--- config.mk ---
export PLATFORM = sky130hd
export DESIGN_NAME = conv3x3_stream_flat
export DESIGN_NICKNAME = d
export VERILOG_FILES = /design/src/rtl/conv3x3_stream_if.sv /design/src/rtl/conv3x3_stream.sv /design/src/flat_wrapper.sv
export SDC_FILE = /design/constraint.sdc
export NUM_CORES = 2
export LEC_CHECK = 0
export CORE_MARGIN = 2
export CORE_UTILIZATION = 60
export DETAILED_ROUTE_END_ITERATION = 10
export HOLD_SLACK_MARGIN = 0.15
export PLACE_DENSITY = 0.8
export SYNTH_ARGS = -nofsm -noshare
export SYNTH_HDL_FRONTEND = slang
export SYNTH_SLANG_ARGS = --single-unit
--- constraint.sdc ---
create_clock -name clk -period 12.4 [get_ports clk]
set_input_delay 1.24 -clock clk [delete_from_list [all_inputs] [get_ports clk]]
set_output_delay 1.24 -clock clk [all_outputs]
set_load 0.01 [all_outputs]
--- src/rtl/conv3x3_stream_if.sv ---
// Stream bundle for conv3x3_stream: pixel input channel and result output channel.
// The engine side uses the slave modport, the pixel source / result sink uses master.
interface conv3x3_stream_if #(
  parameter int WIDTH = 8,
  parameter int IMG_W = 5,
  parameter int IMG_H = 5
);
  localparam int ROW_W = $clog2(IMG_H - 2) + 1;
  localparam int COL_W = $clog2(IMG_W - 2) + 1;

  logic [WIDTH-1:0] pix_in;
  logic             pix_valid;
  logic             pix_ready;
  logic [WIDTH-1:0] out_data;
  logic             out_valid;
  logic             out_ready;
  logic [ROW_W-1:0] out_row;
  logic [COL_W-1:0] out_col;

  modport master (
    output pix_in, pix_valid, out_ready,
    input  pix_ready, out_data, out_valid, out_row, out_col
  );

  modport slave (
    input  pix_in, pix_valid, out_ready,
    output pix_ready, out_data, out_valid, out_row, out_col
  );
endinterface

--- src/rtl/conv3x3_stream.sv ---
// Streaming 3x3 valid-mode convolution over an IMG_H x IMG_W raster image.
// Two line buffers feed a 3x3 window; one result per generating pixel, one cycle later.
// Optional macro CONV3X3_ROUND_EN: round half up before the right shift (default: truncate).
module conv3x3_stream #(
  parameter int WIDTH = 8,
  parameter int IMG_W = 5,
  parameter int IMG_H = 5,
  parameter int SHIFT = 0,
  parameter int ACC_W = 2 * WIDTH + 4
) (
  input  logic                 clk,
  input  logic                 rst,
  input  logic                 start,
  input  logic [9*WIDTH-1:0]   kernel_in,
  output logic                 busy,
  output logic                 done,
  conv3x3_stream_if.slave      bus
);
  localparam int ROW_W = $clog2(IMG_H - 2) + 1;
  localparam int COL_W = $clog2(IMG_W - 2) + 1;
  localparam int R_W   = $clog2(IMG_H);
  localparam int C_W   = $clog2(IMG_W);
  localparam logic [ACC_W-1:0] PIX_MAX = {{(ACC_W - WIDTH){1'b0}}, {WIDTH{1'b1}}};

  typedef enum logic [1:0] {IDLE, RUN, FLUSH} state_t;

  state_t           state_q, state_d;
  logic [R_W-1:0]   r_q;
  logic [C_W-1:0]   c_q;
  logic [WIDTH-1:0] kern_q [3][3];
  logic [WIDTH-1:0] win_q  [3][3];
  logic [WIDTH-1:0] win_d  [3][3];
  logic [WIDTH-1:0] lb0_q  [IMG_W];
  logic [WIDTH-1:0] lb1_q  [IMG_W];
  logic             accept, gen, last_pix, out_fire;
  logic [ACC_W-1:0] sum, res;
  logic [WIDTH-1:0] sat;

  assign bus.pix_ready = (state_q == RUN) && !(bus.out_valid && !bus.out_ready);
  assign accept        = bus.pix_valid && bus.pix_ready;
  assign last_pix      = (r_q == R_W'(IMG_H - 1)) && (c_q == C_W'(IMG_W - 1));
  assign gen           = accept && (r_q >= R_W'(2)) && (c_q >= C_W'(2));
  assign out_fire      = bus.out_valid && bus.out_ready;
  assign busy          = (state_q != IDLE);

  // Next-state logic: a frame runs until the last pixel, then drains its final result.
  always_comb begin
    state_d = state_q;
    case (state_q)
      IDLE:    if (start) state_d = RUN;
      RUN:     if (accept && last_pix) state_d = FLUSH;
      FLUSH:   if (out_fire) state_d = IDLE;
      default: state_d = IDLE;
    endcase
  end

  // State register and the done pulse that follows acceptance of the final result.
  always_ff @(posedge clk) begin
    if (rst) begin
      state_q <= IDLE;
      done    <= 1'b0;
    end else begin
      state_q <= state_d;
      done    <= (state_q == FLUSH) && out_fire;
    end
  end

  // Window after the pending shift: old columns move left, line buffers and new pixel fill the right.
  always_comb begin
    for (int i = 0; i < 3; i++) begin
      win_d[i][0] = win_q[i][1];
      win_d[i][1] = win_q[i][2];
    end
    win_d[0][2] = lb0_q[c_q];
    win_d[1][2] = lb1_q[c_q];
    win_d[2][2] = bus.pix_in;
  end

  // Multiply-accumulate of the shifted window against the latched kernel.
  always_comb begin
    sum = '0;
    for (int i = 0; i < 3; i++) begin
      for (int j = 0; j < 3; j++) begin
        sum = sum + ACC_W'(win_d[i][j]) * ACC_W'(kern_q[i][j]);
      end
    end
  end

`ifdef CONV3X3_ROUND_EN
  localparam logic [ACC_W:0] RND_ADD =
    (SHIFT > 0) ? ((ACC_W + 1)'(1) << ((SHIFT > 0) ? (SHIFT - 1) : 0)) : '0;
  logic [ACC_W:0] rnd;

  // Round half up using one extra bit so the bias addition cannot wrap.
  always_comb begin
    rnd = {1'b0, sum} + RND_ADD;
    res = ACC_W'(rnd >> SHIFT);
  end
`else
  assign res = sum >> SHIFT;
`endif

  assign sat = (res > PIX_MAX) ? {WIDTH{1'b1}} : res[WIDTH-1:0];

  // Kernel latch at frame start and raster position counters advanced per accepted pixel.
  always_ff @(posedge clk) begin
    if (rst) begin
      r_q <= '0;
      c_q <= '0;
      for (int i = 0; i < 3; i++) begin
        for (int j = 0; j < 3; j++) kern_q[i][j] <= '0;
      end
    end else if ((state_q == IDLE) && start) begin
      r_q <= '0;
      c_q <= '0;
      for (int i = 0; i < 3; i++) begin
        for (int j = 0; j < 3; j++) kern_q[i][j] <= kernel_in[(3 * i + j) * WIDTH +: WIDTH];
      end
    end else if (accept) begin
      if (c_q == C_W'(IMG_W - 1)) begin
        c_q <= '0;
        r_q <= last_pix ? '0 : r_q + R_W'(1);
      end else begin
        c_q <= c_q + C_W'(1);
      end
    end
  end

  // Window and line buffers: lb1 holds row r-1, lb0 holds row r-2 at each column.
  always_ff @(posedge clk) begin
    if (rst) begin
      for (int i = 0; i < 3; i++) begin
        for (int j = 0; j < 3; j++) win_q[i][j] <= '0;
      end
      for (int k = 0; k < IMG_W; k++) begin
        lb0_q[k] <= '0;
        lb1_q[k] <= '0;
      end
    end else if (accept) begin
      win_q      <= win_d;
      lb0_q[c_q] <= lb1_q[c_q];
      lb1_q[c_q] <= bus.pix_in;
    end
  end

  // Output register: loads on a generating pixel, holds under backpressure, clears valid on accept.
  always_ff @(posedge clk) begin
    if (rst) begin
      bus.out_valid <= 1'b0;
      bus.out_data  <= '0;
      bus.out_row   <= '0;
      bus.out_col   <= '0;
    end else if (gen) begin
      bus.out_valid <= 1'b1;
      bus.out_data  <= sat;
      bus.out_row   <= ROW_W'(r_q - R_W'(2));
      bus.out_col   <= COL_W'(c_q - C_W'(2));
    end else if (bus.out_ready) begin
      bus.out_valid <= 1'b0;
    end
  end
endmodule
--- src/flat_wrapper.sv ---
// flat-port wrapper written by rule: the top's interface ports become plain ports
module conv3x3_stream_flat 
#(
  parameter int WIDTH = 8,
  parameter int IMG_W = 5,
  parameter int IMG_H = 5,
  parameter int SHIFT = 0,
  parameter int ACC_W = 2 * WIDTH + 4
)
  (clk, rst, start, kernel_in, busy, done, bus_pix_in, bus_pix_valid, bus_out_ready, bus_pix_ready, bus_out_data, bus_out_valid, bus_out_row, bus_out_col);
  conv3x3_stream_if #(.WIDTH(WIDTH), .IMG_W(IMG_W), .IMG_H(IMG_H)) bus_i ();
  input  logic clk;
  input  logic rst;
  input  logic start;
  input  logic [9*WIDTH-1:0] kernel_in;
  output logic busy;
  output logic done;
  input wire logic [$bits(bus_i.pix_in)-1:0] bus_pix_in;
  input wire logic [$bits(bus_i.pix_valid)-1:0] bus_pix_valid;
  input wire logic [$bits(bus_i.out_ready)-1:0] bus_out_ready;
  output wire logic [$bits(bus_i.pix_ready)-1:0] bus_pix_ready;
  output wire logic [$bits(bus_i.out_data)-1:0] bus_out_data;
  output wire logic [$bits(bus_i.out_valid)-1:0] bus_out_valid;
  output wire logic [$bits(bus_i.out_row)-1:0] bus_out_row;
  output wire logic [$bits(bus_i.out_col)-1:0] bus_out_col;
  assign bus_i.pix_in = bus_pix_in;
  assign bus_i.pix_valid = bus_pix_valid;
  assign bus_i.out_ready = bus_out_ready;
  assign bus_pix_ready = bus_i.pix_ready;
  assign bus_out_data = bus_i.out_data;
  assign bus_out_valid = bus_i.out_valid;
  assign bus_out_row = bus_i.out_row;
  assign bus_out_col = bus_i.out_col;
  conv3x3_stream #(.WIDTH(WIDTH), .IMG_W(IMG_W), .IMG_H(IMG_H), .SHIFT(SHIFT), .ACC_W(ACC_W)) u_core (.clk(clk), .rst(rst), .start(start), .kernel_in(kernel_in), .busy(busy), .done(done), .bus(bus_i));
endmodule
* Word level (Yosys, flattened, before mapping)
Memories as Yosys holds them, arrays and structs flattened. A register that Yosys moved wholly into a read port is not among the register bits.
Cells that the tools add are included.
Widths: inputs -> output; s select.
** Word-level totals
- Output and inout bits :: 18
- Latch bits :: 0
- Bits in read-only memories :: 0
- Input bits :: 85
- RAM bits :: 152
- Memories kept :: 3
- Word-level logic and storage cells :: 113
- Flip-flop bits (word level) :: 72
** Memories
- u_core.kern_q :: words 3, width 24, rd ports 3, clocked after Yosys merged registers in 0, write ports 3, line conv3x3_stream.sv:30 : logic [WIDTH-1:0] kern_q [3][3];
- u_core.lb0_q :: words 5, width 8, rd ports 1, clocked after Yosys merged registers in 1, write ports 5, line conv3x3_stream.sv:33 : logic [WIDTH-1:0] lb0_q [IMG_W];
- u_core.lb1_q :: words 5, width 8, rd ports 1, clocked after Yosys merged registers in 1, write ports 5, line conv3x3_stream.sv:34 : logic [WIDTH-1:0] lb1_q [IMG_W];
** Operators by class
- Bitwise logic cells :: 9
- Multipliers :: 9
- Muxes and demuxes :: 36
- Reduce and logical (&&, ||, !) cells :: 20
- Add/subtract/negate cells :: 12
- Equality and inequality tests :: 7
- Divide/modulo/power cells :: 0
- $lt $le $gt $ge :: 3
- Shift-type cells :: 0
** Operators with widths (number)
- $mul 8x8->16 :: 9
- $add 20x16->20 :: 7
- $mux 8 :: 12
- $mux 3 :: 8
- $gt 20x8->1 const B :: 1
- $add 16x16->17 :: 1
- $reduce_or 8->1 :: 2
- $mux 1 :: 12
- $logic_and 1x1->1 :: 10
- $or 1x1->1 :: 9
- $add 3x1->3 const B :: 2
- $eq 3x3->1 const B :: 2
- $ge 3x2->1 const B :: 2
- $mux 2 :: 3
- $pmux 2 s3 :: 1
- $sub 3x2->3 const B :: 2
- $ne 2x2->1 const B :: 2
- $reduce_bool 2->1 :: 2
- $reduce_and 3->1 :: 1
- $eq 2x1->1 const B :: 1
- $eq 2x2->1 const B :: 1
- $logic_not 1->1 :: 2
- $logic_not 2->1 :: 1
- $ne 2x1->1 const B :: 1
- 2 further kinds :: 2

* Depth between registers and ports, before layout
An unclocked memory read counts as a cell.
- Depth after elaboration :: 12
- Gate-level depth with buffers :: 38
- Depth with buffers taken out :: 36

* Least setup slack after synthesis
OpenSTA, ideal clock, no wires.
- Path type :: flip-flop to flip-flop
- Start point :: register u_core.win_q (netlist bit u_core.win_d[69])
- End point :: register u_core.bus.out_data[4]
- Slack :: 2.883 ns
- Data required time :: 12.254 ns
- Buffers on the path :: 1
- Library setup time :: 0.146 ns
- Stages on the path, launching flop included :: 31
- Period minus slack after synthesis :: 9.517 ns
- Arrival time :: 9.371 ns
- Cell sequence :: dfxtp_1 > clkbuf_1 > nand2_1 > fa_1 > fa_1 > fa_1 > fa_1 > fa_1 > fa_1 > inv_1 > ha_1 > a21oi_1 > xor2_1 > fa_1 > inv_1 > fa_1 > fa_1 > inv_1 > fa_1 > fa_1 > fa_1 > inv_1 > ha_1 > a21o_1 > or3_1 > o21ai_1 > mux2_2 > nor3_1 > nand4_1 > nor4_4 > a31oi_1
** Between the ends
- Cells in the longest elaborated chain, start to end :: 11
** RTL lines
- start: declaration :: line conv3x3_stream.sv:31 : logic [WIDTH-1:0] win_q [3][3];
- start signal: assignment :: line conv3x3_stream.sv:140 : win_q <= win_d;
- $mul 8x8->16 :: line conv3x3_stream.sv:84 : sum = sum + ACC_W'(win_d[i][j]) * ACC_W'(kern_q[i][j]);
- $add 16x16->17 :: line conv3x3_stream.sv:84
- $add 20x16->20 (7 in series) :: line conv3x3_stream.sv:84
- $gt 20x8->1 :: line conv3x3_stream.sv:103 : assign sat = (res > PIX_MAX) ? {WIDTH{1'b1}} : res[WIDTH-1:0];
- $mux 8 :: line conv3x3_stream.sv:103
- end signal: assignment :: line conv3x3_stream.sv:155 : bus.out_data <= sat;
- end: declaration :: line conv3x3_stream_if.sv:27 : output pix_ready, out_data, out_valid, out_row, out_col
Every way passes these cells.
A chain may end at the register's enable or synchronous reset.

==> impl_summary.log <==
INFO  metric synthesis.nets = 3860
INFO  metric ioPinCount = 103
INFO  metric number_of_sinks_driven_by_the_clock_tree = 275
INFO  metric hold_buffers = 0
INFO  metric worst_ep_arrival_time = 10700 ps
INFO  metric row_count = 83
INFO  metric dp_hpwl = 63.2 mm
INFO  metric finalClockSkew = 30.6 ps
INFO  metric syn-cell-area = 31200 µm²
INFO  metric synth-seq-area-share = 24.1%
INFO  metric cellLeakagePower = 15.7 nW
INFO  metric unrepaired_setup_endpoints_after_global_routing = no
INFO  metric status = completed
INFO  metric numCtsBuffers = 34
INFO  metric power_density = 159 nW/µm²
INFO  metric place_area = 32900 µm²
INFO  metric maximum_number_of_pins_on_one_net_before_global_route_repair = 73
INFO  metric first_pass_drt_iterations = 7
INFO  metric timing.slew.headroom = 19.2%
INFO  metric preCtsSetupSlack = 2150 ps
INFO  metric max-vdd-ir-drop = 0.475 mV
INFO  metric cts_resized = 0
INFO  metric antenna_cells_inserted = 0
INFO  metric antenna_left = 0
INFO  metric worst_ep_required_time = 12800 ps
INFO  metric overflow = 0
INFO  metric floorplan.die_area = 53800 µm²
INFO  metric synthArstFlopShare = 0%
INFO  metric grt_pass1_wl = 127 mm
INFO  metric max_clock_freq = 97.1 MHz
INFO  metric hold_path_class = register to register
INFO  metric master_of_the_slowest_instance_on_the_critical_path = fa_1
INFO  metric fin_crit_sh = 83.1%
INFO  metric hold_viol = 0
INFO  metric netlist-cell-type-count = 55
INFO  metric post_synth_inst_count = 2973
INFO  metric gp_congestion = 0.993
INFO  metric critical_path.startpoint_type = register
INFO  metric die-height = 232 µm
INFO  metric clk_root_buffer_cell = clkbuf_16
INFO  metric finish.utilization = 66.5%
INFO  metric finalSetupViolCount = 0
INFO  metric drt-vias-per-instance = 5.65
INFO  metric mean_instance_size_in_the_synthesized_netlist = 10.5 µm²
INFO  metric flow.area_growth_from_synthesis = 9.42%
INFO  metric num_vias = 21200
INFO  metric finalInstanceArea = 34100 µm²
INFO  metric grt_usage = 31.2%
INFO  metric yosys_warnings = 0
INFO  metric clockBufferDepth = 3
INFO  metric post_cts_setup_buffer_count = 0
INFO  metric route.final.wire_length = 79.1 mm
INFO  metric synth_enable_flop_cells = 200
INFO  metric worstMarginPinSlew = 1180 ps
INFO  metric fraction_of_final_layout_cells_with_drive_strength_greater_than_1 = 4.04%
INFO  metric initialDrtViolationCount = 1468
INFO  metric timing_max_transition_violations_final = 0
INFO  metric setup_slack_on_the_worst_flop_to_flop_path = 2100 ps
INFO  metric period_minus_slack = 10300 ps
INFO  metric htree_levels = 2
INFO  metric clk_transition_reported_paths = 60 ps
INFO  metric path_common_cell = fa_1
INFO  metric synth_seq_cells = 275
INFO  metric worst_skew_pair_latency = 580 ps
INFO  metric drc = 0
INFO  metric cpPeakStageDelay = 580 ps
INFO  metric max_cap_violations = 0
INFO  metric design.core.area = 51300 µm²
INFO  metric ys.flop_type = edfxtp_1
INFO  metric number_of_antenna_violations_at_the_first_check_in_global_routing = 3
INFO  metric number_of_global_route_vias_before_repair = 23400
INFO  metric path_class = register to register
INFO  metric cp_max_fo = 8
INFO  metric most_used_cells_in_the_layout_excluding_fill_and_tap_cells = inv_1, fa_1, and2_1, nand2_1, ha_1
INFO  metric tritoncts = yes
INFO  metric final_critical_path_setup_slack = 2100 ps
INFO  metric die_w = 232 µm
INFO  metric detail_route.wl_per_cell = 21.1 µm
INFO  metric sum_of_negative_setup_slack = 0 ps
INFO  metric io_buffers = 102
INFO  metric nNetsFinal = 3932
INFO  metric starting_density = 60.8%
INFO  metric worst_setup_path_end_kind = register
INFO  metric layout.cells.most_common = inv_1
## area by class of cell
type,instances,area [µm²]
Inverter,646,2420
Fill cell,3916,17200
Tap cell,680,851
Multi-Input combinational cell,1962,20900
Timing Repair Buffer,126,1200
Clock inverter,21,299
Sequential cell,275,7510
Clock buffer,41,898
## final timing paths
| kind | cells after the start | start | to |
|---|---|---|---|
| max reg2reg | 32 | u_core.kern_q[0][10] | u_core.bus.out_data[4] |
| max | 32 | u_core.kern_q[0][10] | u_core.bus.out_data[4] |
| min | 2 | u_core.bus.out_col[0] | u_core.bus.out_col[0] |
| min reg2reg | 2 | u_core.bus.out_col[0] | u_core.bus.out_col[0] |
## state kept, by name, summed over array words and instances (netlist names), named ones only
signal and flops:
u_core.bus.out_valid 1, u_core.c_q 3, u_core.lb1_q 64, u_core.bus.out_data 8, u_core.state_q 2, u_core.bus.out_row 3, u_core.bus.out_col 3, u_core.lb0_q 64
u_core.done 1, u_core.win_d 48, u_core.kern_q 72, u_core.r_q 3
## synthesized netlist by cell type (22+ instances only)
cell type  number  share of area (%)
nor2b_1        57                1.1
nand2b_1       35               0.70
clkbuf_1       84                1.0
dfxtp_1        75                4.8
a211oi_1       22               0.53
inv_1         640                7.7
and2_1        350                7.0
nor2_1         82               0.99
nand2_1       319                3.8
edfxtp_1      200                 19
ha_1          274                 11
and3_1         44               0.88
a21oi_1        65                1.0
fa_1          528                 34
mux4_2         32                2.3
## per-layer routing
metal	up-vias	part of all wire [%]	GRT usage (%)
met5	-	0	0
met4	0	5.4	15.4
met3	227	7.2	4.54
met2	898	50	53.2
met1	10800	37	39.0
li1	9261	-	-
## report_power, final
group          total [W]  switching [W]  leakage [nW]  internal, W
clock network    0.00109       0.000441         0.587     0.000653
logic            0.00325        0.00190          12.4      0.00135
registers        0.00109      0.0000689          2.65      0.00102
## per-stage QoR
stage	total power, W	std cells	hold WS [ps]
global placement	0.00423	3689	448
floorplan	0.00351	2973	449
finish	0.00543	3751	467
CTS	0.00542	3751	466
global route	0.00586	3751	500
detailed placement	0.00431	3689	459
## logic make-up (layout without fill, tap and decap cells)
logic type | Yosys count | in the layout | share of synthesized area, %
buf+inv | 736 | 834 | 8.86
xor+xnor | 23 | 23 | 0.646
fa+ha+maj | 802 | 802 | 44.9
compound gates | 148 | 148 | 2.90
mux | 53 | 53 | 2.99
flops | 275 | 275 | 24.1
simple gates | 936 | 936 | 15.6
## critical path: cells and delay by family, from the launching register on
family                   cells  cell delay [ps]
AO/OA/AOI/OAI                5              900
buffers and inverters        6              320
AND/OR/NAND/NOR              7             1920
XOR/XNOR                     1              220
flip-flops                   1              500
adder cells (fa/ha/maj)     13             6260
Power figures use the tool's default switching activity.
